--- src/rtl/muldiv_seq.sv ---
// Sequential signed multiply/divide unit: radix-2 shift-add MUL and restoring DIV into HI/LO.
// Define MULDIV_DIV_EN to build the divider; without it DIV decodes as an illegal instruction.
module muldiv_seq #(
  parameter int WIDTH = 32
) (
  input  logic             clk,
  input  logic             rst_n,
  input  logic             start,
  input  logic [5:0]       opcode,
  input  logic [5:0]       funct,
  input  logic [WIDTH-1:0] a,
  input  logic [WIDTH-1:0] b,
  output logic             busy,
  output logic             done,
  output logic [WIDTH-1:0] hi,
  output logic [WIDTH-1:0] lo,
  output logic [WIDTH-1:0] result,
  output logic             illegal,
  output logic             div_by_zero
);

  // state | meaning
  // IDLE  | waiting for start
  // MUL   | one multiplier bit per cycle, WIDTH cycles
  // DIV   | one quotient bit per cycle, WIDTH cycles
  // FIX   | apply signs and load HI/LO (also the divide-by-zero load)
  // DONE  | done pulse; a new start may be accepted here

  localparam logic [5:0] OP_RTYPE1 = 6'h00;
  localparam logic [5:0] OP_RTYPE2 = 6'h1C;
  localparam logic [5:0] FN_MUL    = 6'h02;
  localparam logic [5:0] FN_DIV    = 6'h1A;
  localparam logic [5:0] FN_MFHI   = 6'h10;
  localparam logic [5:0] FN_MFLO   = 6'h12;

  localparam int            CW       = $clog2(WIDTH);
  localparam logic [CW-1:0] CNT_INIT = CW'(WIDTH - 1);

  if (WIDTH < 8 || WIDTH > 64 || (WIDTH % 2) != 0) begin : g_width_check
    $error("muldiv_seq: WIDTH must be even and within 8..64");
  end

  typedef enum logic [2:0] {
    S_IDLE = 3'd0,
    S_MUL  = 3'd1,
    S_DIV  = 3'd2,
    S_FIX  = 3'd3,
    S_DONE = 3'd4
  } state_t;

  state_t               state_q, state_d;
  logic [2*WIDTH-1:0]   acc_q, acc_d;
  logic [WIDTH-1:0]     opnd_q, opnd_d;
  logic [WIDTH-1:0]     hi_q, hi_d;
  logic [WIDTH-1:0]     lo_q, lo_d;
  logic [CW-1:0]        cnt_q, cnt_d;
  logic                 neg_lo_q, neg_lo_d;
  logic                 illegal_q, illegal_d;

  logic [WIDTH-1:0]     a_mag, b_mag;
  logic                 op_mul;
  logic [WIDTH:0]       mul_sum;
  logic [2*WIDTH-1:0]   prod_signed;

`ifdef MULDIV_DIV_EN
  logic                 is_div_q, is_div_d;
  logic                 neg_hi_q, neg_hi_d;
  logic                 dbz_q, dbz_d;
  logic                 op_div;
  logic [WIDTH:0]       div_shift;
  logic [WIDTH+1:0]     div_diff;
  logic                 div_ok;
`endif

  assign a_mag  = a[WIDTH-1] ? -a : a;
  assign b_mag  = b[WIDTH-1] ? -b : b;
  assign op_mul = (opcode == OP_RTYPE2) && (funct == FN_MUL);

  // acc holds {partial product, remaining multiplier bits}; the sum carries into the shift
  assign mul_sum     = {1'b0, acc_q[2*WIDTH-1:WIDTH]} + (acc_q[0] ? {1'b0, opnd_q} : '0);
  assign prod_signed = neg_lo_q ? -acc_q : acc_q;

`ifdef MULDIV_DIV_EN
  assign op_div    = (opcode == OP_RTYPE1) && (funct == FN_DIV);
  // acc holds {partial remainder, dividend bits shifting into quotient bits}
  assign div_shift = {acc_q[2*WIDTH-1:WIDTH], acc_q[WIDTH-1]};
  assign div_diff  = {1'b0, div_shift} - {2'b00, opnd_q};
  assign div_ok    = ~div_diff[WIDTH+1];
`endif

  always_comb begin
    state_d   = state_q;
    acc_d     = acc_q;
    opnd_d    = opnd_q;
    hi_d      = hi_q;
    lo_d      = lo_q;
    cnt_d     = cnt_q;
    neg_lo_d  = neg_lo_q;
    illegal_d = 1'b0;
`ifdef MULDIV_DIV_EN
    is_div_d  = is_div_q;
    neg_hi_d  = neg_hi_q;
    dbz_d     = dbz_q;
`endif

    case (state_q)
      S_IDLE, S_DONE: begin
        state_d = S_IDLE;
        if (start) begin
          if (op_mul) begin
            acc_d    = {{WIDTH{1'b0}}, b_mag};
            opnd_d   = a_mag;
            neg_lo_d = a[WIDTH-1] ^ b[WIDTH-1];
            cnt_d    = CNT_INIT;
            state_d  = S_MUL;
`ifdef MULDIV_DIV_EN
            is_div_d = 1'b0;
            dbz_d    = 1'b0;
`endif
          end
`ifdef MULDIV_DIV_EN
          else if (op_div) begin
            is_div_d = 1'b1;
            neg_lo_d = a[WIDTH-1] ^ b[WIDTH-1];
            neg_hi_d = a[WIDTH-1];
            opnd_d   = b_mag;
            cnt_d    = CNT_INIT;
            if (b == '0) begin
              // raw dividend kept for HI; no iteration
              acc_d   = {{WIDTH{1'b0}}, a};
              dbz_d   = 1'b1;
              state_d = S_FIX;
            end else begin
              acc_d   = {{WIDTH{1'b0}}, a_mag};
              dbz_d   = 1'b0;
              state_d = S_DIV;
            end
          end
`endif
          else begin
            illegal_d = 1'b1;
          end
        end
      end

      S_MUL: begin
        acc_d = {mul_sum, acc_q[WIDTH-1:1]};
        if (cnt_q == '0) state_d = S_FIX;
        else             cnt_d   = cnt_q - CW'(1);
      end

      S_DIV: begin
`ifdef MULDIV_DIV_EN
        acc_d = {(div_ok ? div_diff[WIDTH-1:0] : div_shift[WIDTH-1:0]),
                 acc_q[WIDTH-2:0], div_ok};
        if (cnt_q == '0) state_d = S_FIX;
        else             cnt_d   = cnt_q - CW'(1);
`else
        state_d = S_IDLE;
`endif
      end

      S_FIX: begin
        state_d = S_DONE;
`ifdef MULDIV_DIV_EN
        if (dbz_q) begin
          lo_d = '1;
          hi_d = acc_q[WIDTH-1:0];
        end else if (is_div_q) begin
          lo_d = neg_lo_q ? -acc_q[WIDTH-1:0] : acc_q[WIDTH-1:0];
          hi_d = neg_hi_q ? -acc_q[2*WIDTH-1:WIDTH] : acc_q[2*WIDTH-1:WIDTH];
        end else begin
          hi_d = prod_signed[2*WIDTH-1:WIDTH];
          lo_d = prod_signed[WIDTH-1:0];
        end
`else
        hi_d = prod_signed[2*WIDTH-1:WIDTH];
        lo_d = prod_signed[WIDTH-1:0];
`endif
      end

      default: state_d = S_IDLE;
    endcase
  end

  always_ff @(posedge clk) begin
    if (!rst_n) begin
      state_q   <= S_IDLE;
      acc_q     <= '0;
      opnd_q    <= '0;
      hi_q      <= '0;
      lo_q      <= '0;
      cnt_q     <= '0;
      neg_lo_q  <= 1'b0;
      illegal_q <= 1'b0;
`ifdef MULDIV_DIV_EN
      is_div_q  <= 1'b0;
      neg_hi_q  <= 1'b0;
      dbz_q     <= 1'b0;
`endif
    end else begin
      state_q   <= state_d;
      acc_q     <= acc_d;
      opnd_q    <= opnd_d;
      hi_q      <= hi_d;
      lo_q      <= lo_d;
      cnt_q     <= cnt_d;
      neg_lo_q  <= neg_lo_d;
      illegal_q <= illegal_d;
`ifdef MULDIV_DIV_EN
      is_div_q  <= is_div_d;
      neg_hi_q  <= neg_hi_d;
      dbz_q     <= dbz_d;
`endif
    end
  end

  always_comb begin
    result = '0;
    if (opcode == OP_RTYPE1 && funct == FN_MFHI)      result = hi_q;
    else if (opcode == OP_RTYPE1 && funct == FN_MFLO) result = lo_q;
  end

  assign busy    = (state_q == S_MUL) || (state_q == S_DIV) || (state_q == S_FIX);
  assign done    = (state_q == S_DONE);
  assign hi      = hi_q;
  assign lo      = lo_q;
  assign illegal = illegal_q;

`ifdef MULDIV_DIV_EN
  assign div_by_zero = (state_q == S_DONE) && dbz_q;
`else
  assign div_by_zero = 1'b0;
`endif

endmodule

--- config.mk ---
export PLATFORM = sky130hd
export DESIGN_NAME = muldiv_seq
export DESIGN_NICKNAME = d
export VERILOG_FILES = /design/src/rtl/muldiv_seq.sv
export SDC_FILE = /design/constraint.sdc
export NUM_CORES = 1
export LEC_CHECK = 0
export CAP_MARGIN = 25
export CORE_MARGIN = 2
export CORE_UTILIZATION = 56
export CTS_BUF_LIST = sky130_fd_sc_hd__clkbuf_8
export DETAILED_ROUTE_END_ITERATION = 8
export GPL_ROUTABILITY_DRIVEN = 0
export PLACE_DENSITY = 0.94
export SYNTH_ARGS = -nofsm -noshare
export SYNTH_HDL_FRONTEND = slang
export SYNTH_SLANG_ARGS = --single-unit
--- constraint.sdc ---
create_clock -name clk -period 3.3 [get_ports clk]
set_input_delay 0.495 -clock clk [delete_from_list [all_inputs] [get_ports clk]]
set_output_delay 0.495 -clock clk [all_outputs]
set_load 0.01 [all_outputs]
; Word-level counts from Yosys, hierarchy flattened
; Cells that the tools add are included.
[word_totals]
reg_bits = 170
in_bits = 79
output_inout_bits = 100
wordCells = 58
[classes]
add_sub_neg = 5
eq_ne = 12
mux = 18
bitwise_logic = 1
reduce_logical = 14
[op_table]
columns = cell, n
row1 = two-way mux 64 bit, 3
row2 = two-way mux 32 bit, 5
row3 = one-hot mux 64 bit (2 select lines), 1
row4 = negation 32 bit, 2
row5 = negation 64 bit, 1
row6 = adder 32 x 32 -> 33 bit, 1
row7 = "equality test 6 x 5 -> 1 bit, second input constant", 3
row8 = two-way mux 5 bit, 3
row9 = one-hot mux 5 bit (2 select lines), 1
row10 = one-hot mux 3 bit (3 select lines), 1
row11 = AND reduction 3 bit, 3
row12 = "!= test 2 bit, second input constant", 4
row13 = "equality test 3 x 2 -> 1 bit, second input constant", 2
row14 = "equality test 6 x 2 -> 1 bit, second input constant", 1
row15 = logical NOT 6 bit, 1
row16 = logical NOT 5 bit, 1
row17 = "subtractor 5 x 1 -> 5 bit, second input constant", 1
row18 = AND reduction 4 bit, 1
row19 = "equality test 3 x 1 -> 1 bit, second input constant", 1
row20 = "equality test 3 bit, second input constant", 1
row21 = logical AND 1 bit, 3
row22 = logical NOT 3 bit, 1
row23 = two-way mux 1 bit, 3
row24 = two-way mux 3 bit, 1
row25 = 4 further kinds, 5

; Logic depth before layout (Yosys ltp)
; Gate-level depths: netlist (run 1).
[logic_depth]
depth_word = 5
mapped_depth = 14
mapped_depth_nobuf = 12

; Worst setup path before layout (run 1)
; No wires, ideal clock.
[synth_timing]
kind = reg2reg
start = reg acc_q[0]
end = reg acc_q[57]
setup_ns = 0.129
t_arrival_ns = 2.794
required_ns = 3.171
slack_ns = 0.377
stages_incl_launch_ff = 14
path_buffers = 3
period_less_slack_ns = 2.923
path_cell_list = dfxtp_1 clkbuf_1 clkbuf_1 and2_1 ha_1 clkbuf_1 a211oi_1 nor2_1 or3_1 o22ai_1 o221ai_1 a41oi_1 xor2_1 o21ai_0
[synth_between]
elab_chain_len = 3
[synth_rtl]
columns = element, line
row1 = from (decl), 52  ; logic [2*WIDTH-1:0] acc_q, acc_d;
row2 = from (signal assigned), 189  ; acc_q <= '0;
row3 = from (signal assigned), 203  ; acc_q <= acc_d;
row4 = two-way mux 32 bit, 80  ; assign mul_sum = {1'b0, acc_q[2*WIDTH-1:WIDTH]} + (acc_q[0] ? {1'b0, opnd_q} : '0);
row5 = adder 32 x 32 -> 33 bit, 80
row6 = one-hot mux 64 bit (2 select lines), 106  ; case (state_q)
; No other way between the ends.
; A chain may end at the register's enable or synchronous reset.

; Worst setup path after layout (run 1)
[layout_timing]
start = in opcode[1]
end = out result[2]
[layout_between]
elab_chain_len = 4
elab_cells_between_ends = 5
classes_between = mux (2) / reduce/logical (3)
[layout_rtl]
columns = element, line
row1 = from (decl), 9  ; input logic [5:0] opcode,
row2 = logical NOT 6 bit *, "220, 221"
row3 = logical AND 1 bit, 221  ; else if (opcode == OP_RTYPE1 && funct == FN_MFLO) result = lo_q;
row4 = two-way mux 32 bit, 221
row5 = two-way mux 32 bit *, 220  ; if (opcode == OP_RTYPE1 && funct == FN_MFHI) result = hi_q;
row6 = to (decl), 17  ; output logic [WIDTH-1:0] result,
; Every way passes the cells marked *; elsewhere a longest branch is shown, timed or not.

==> results of run 1 <==
-- metal layers --
layer	share of wire [%]	GRT usage, %
met5	0	0
met4	4.5	16.7
met3	8.1	5.53
met2	48	52.5
met1	40	37.4
-- worst max-delay path, cell delays in order --
cell	delay [ns]
clkdlybuf4s50_1	0.40
or4_1	0.53
nor4_2	0.19
nand2_1	0.08
buf_4	0.24
nor2_1	0.16
clkdlybuf4s50_1	0.57
-- logic make-up after synthesis --
logic type / after synthesis / share of synthesized area, %
AND/OR/NAND/NOR: 451 / 20.3
AO/OA/AOI/OAI: 408 / 24.9
flip-flops: 170 / 31.4
XOR/XNOR: 146 / 11.8
buffers and inverters: 112 / 3.98
adder cells (fa/ha/maj): 38 / 4.45
multiplexers: 35 / 3.24
other: 1 / 0.0346
-- area by class of cell --
type | count | area, um^2
tap | 260 | 325
timing repair buffer | 224 | 2180
multi-input combinational | 1079 | 7060
clock inverter | 14 | 185
clock buffer | 18 | 248
inverter | 27 | 101
sequential | 170 | 3410
fill | 1306 | 5330
-- registers in the layout, indices dropped and copies added, names as in the netlist --
name	count
acc_q	64
cnt_q	5
hi	32
illegal	1
lo	32
neg_lo_q	1
opnd_q	32
state_q	3
-- final timing paths --
path,startpoint,slack (ns),end
setup / recovery,opcode[1],0.12,result[2]
hold reg to reg,opnd_q[0],0.48,opnd_q[0]
hold / removal,opnd_q[0],0.48,opnd_q[0]
setup reg to reg,acc_q[17],0.21,hi[22]
-- stage by stage --
step | instances | cell area (um^2)
3_5_place_dp | 1759 | 13000
3_3_place_gp | 1759 | 13000
6_report | 1792 | 13500
2_1_floorplan | 1361 | 10900
4_1_cts | 1791 | 13500
5_1_grt | 1792 | 13500
-- Yosys cell counts, types with 11 or more instances --
cell type | number | share of area [%]
dfxtp_1 | 170 | 31
nand2_1 | 141 | 4.9
nor2_1 | 129 | 4.5
o21ai_0 | 120 | 5.5
xor2_1 | 108 | 8.7
clkbuf_1 | 74 | 2.6
a21oi_1 | 67 | 3.1
a211oi_1 | 61 | 4.2
o31ai_1 | 39 | 2.7
xnor2_1 | 38 | 3.1
and2_1 | 37 | 2.1
ha_1 | 37 | 4.3
mux2i_1 | 34 | 3.1
inv_1 | 26 | 0.90
nor2b_1 | 19 | 1.1
o41ai_1 | 19 | 1.5
or3_1 | 19 | 1.1
nand3_1 | 17 | 0.78
or4_1 | 17 | 1.2
a21boi_0 | 14 | 0.97
a22oi_1 | 12 | 0.83
nor3_1 | 12 | 0.55
a21o_1 | 11 | 0.76
a221oi_1 | 11 | 0.89
-- report_power, final --
group	internal (mW)	switching, mW	total (mW)
Sequential	2.05	0.000369	2.05
Clock	0.727	0.880	1.61
Combinational	0.157	0.159	0.315
Total	2.93	1.04	3.97
-- repair_timing --
| item | CTS | global route |
|---|---|---|
| setup endpoints to repair | 0 | 37 |
| resized for setup | 0 | 4 |
| endpoints found under the hold margin | 0 | 0 |
==> run_results.csv, run 1 <==
group,metric,value,unit
layout,final_layout_size_suffix_gt1_share,7.38,%
placed_design,io_buffer_count,177,
die,core,18800,um^2
layout,area_delta_synth_final,24.4,%
layout,nets,1636,
status,status,"finished clean",
min_path,hold_path_class,"reg2reg",
yosys,yosysWarnings,0,
placed_design,place_hpwl,24000,um
yosys,async_flop_share,0,%
clocking,clk_latency,0.51,ns
layout,final_cell_mix,"175 x clkdlybuf4s50_1, 168 x dfxtp_1, 141 x nand2_1, 127 x nor2_1, 120 x o21ai_0",
timing,slew_headroom,31.1,%
die,die_x,143,um
timing,tns,0,ns
die,num_io_pins,179,
pwr,p_leak,5.14,nW
clocking,cts_hold_buffers,0,
clocking,root_buffer,"clkbuf_8",
yosys,syn_inst,1361,
clocking,cts.sinks,170,
clocking,clkSlewWorstSetupHoldPaths,0.09,ns
global_routing,grt_pass1_vias,10500,
clocking,cts_tree,"done",
detailed_routing,drc,0,
pwr,peakVddDrop,0.294,mV
worst_setup_path,critPathCaptureType,"output port",
timing,finalCriticalPeriod,3.18,ns
timing,fin_skew,0.0106,ns
die,die_h,143,um
yosys,avgSynthCellArea,7.97,um^2
yosys,ys_types,64,
worst_setup_path,worstRegToRegCells,8,
global_routing,overflow,0,
flow_run,maxCapViolCount,0,
yosys,synth-seq-cells,170,
pwr,powerDensity,294,nW/um^2
global_routing,grt_usage,31.0,%
detailed_routing,wl,32600,um
timing,setup_viol,0,
worst_setup_path,crit_fanout,32,
clocking,cts_htree_levels,4,
die,dieArea,20500,um^2
timing,worst_slew_pin_slew,1.03,ns
yosys,synth.net_count,1478,
detailed_routing,drt-initial-drc-count,1232,
timing,fmax,315,MHz
clocking,cts_buffer_depth,2,
timing,whs,0.476,ns
worst_setup_path,required,2.80,ns
detailed_routing,ant_nets,0,
layout,final_common_cell,"clkdlybuf4s50_1",
detailed_routing,wl_per_cell,18.2,um
worst_setup_path,cp-start-kind,"input port",
layout,antenna_cells,0,
clocking,post_cts_buffers,0,
die,fp-row-count,50,
global_routing,grt_max_degree,73,
timing,drv_slew,0,
layout,fin_util,71.7,%
detailed_routing,vias_per_cell,6.23,
timing,setup_ws,0.121,ns
placed_design,pre_cts_ws,-0.0346,ns
worst_setup_path,arrival,2.68,ns
timing,final_hold_viol_count,0,
yosys,ys_seq_area_share,31.4,%
global_routing,grt_pass1_wl,51100,um
timing,period_share,96.3,%
yosys,syn_area,10900,um^2
global_routing,antenna_found_initial,0,
yosys,synth-edff-count,0,
detailed_routing,routed-via-count,11200,
yosys,ys.flop_type,"dfxtp_1",
timing,rsz0062_at_grt,"no",
die,start_util,57.6,%
min_path,hold_path_depth,2,
pwr,totalPowerFinal,3.97,mW
detailed_routing,first_pass_iters,6,
worst_setup_path,critical_path_class,"in2out",
clocking,cts_made_buffers,17,
(Power assumes the default switching activity.)
==> run 2, diff against run 1 <==
--- a/config.mk
+++ b/config.mk
@@ -12,6 +12,7 @@
 export DETAILED_ROUTE_END_ITERATION = 8
 export GPL_ROUTABILITY_DRIVEN = 0
 export PLACE_DENSITY = 0.94
+export SKIP_CTS_REPAIR_TIMING = 1
 export SYNTH_ARGS = -nofsm -noshare
 export SYNTH_HDL_FRONTEND = slang
 export SYNTH_SLANG_ARGS = --single-unit
==> results of run 2 <==
The final DEF is identical to that of run 1; final timing and power are the same.
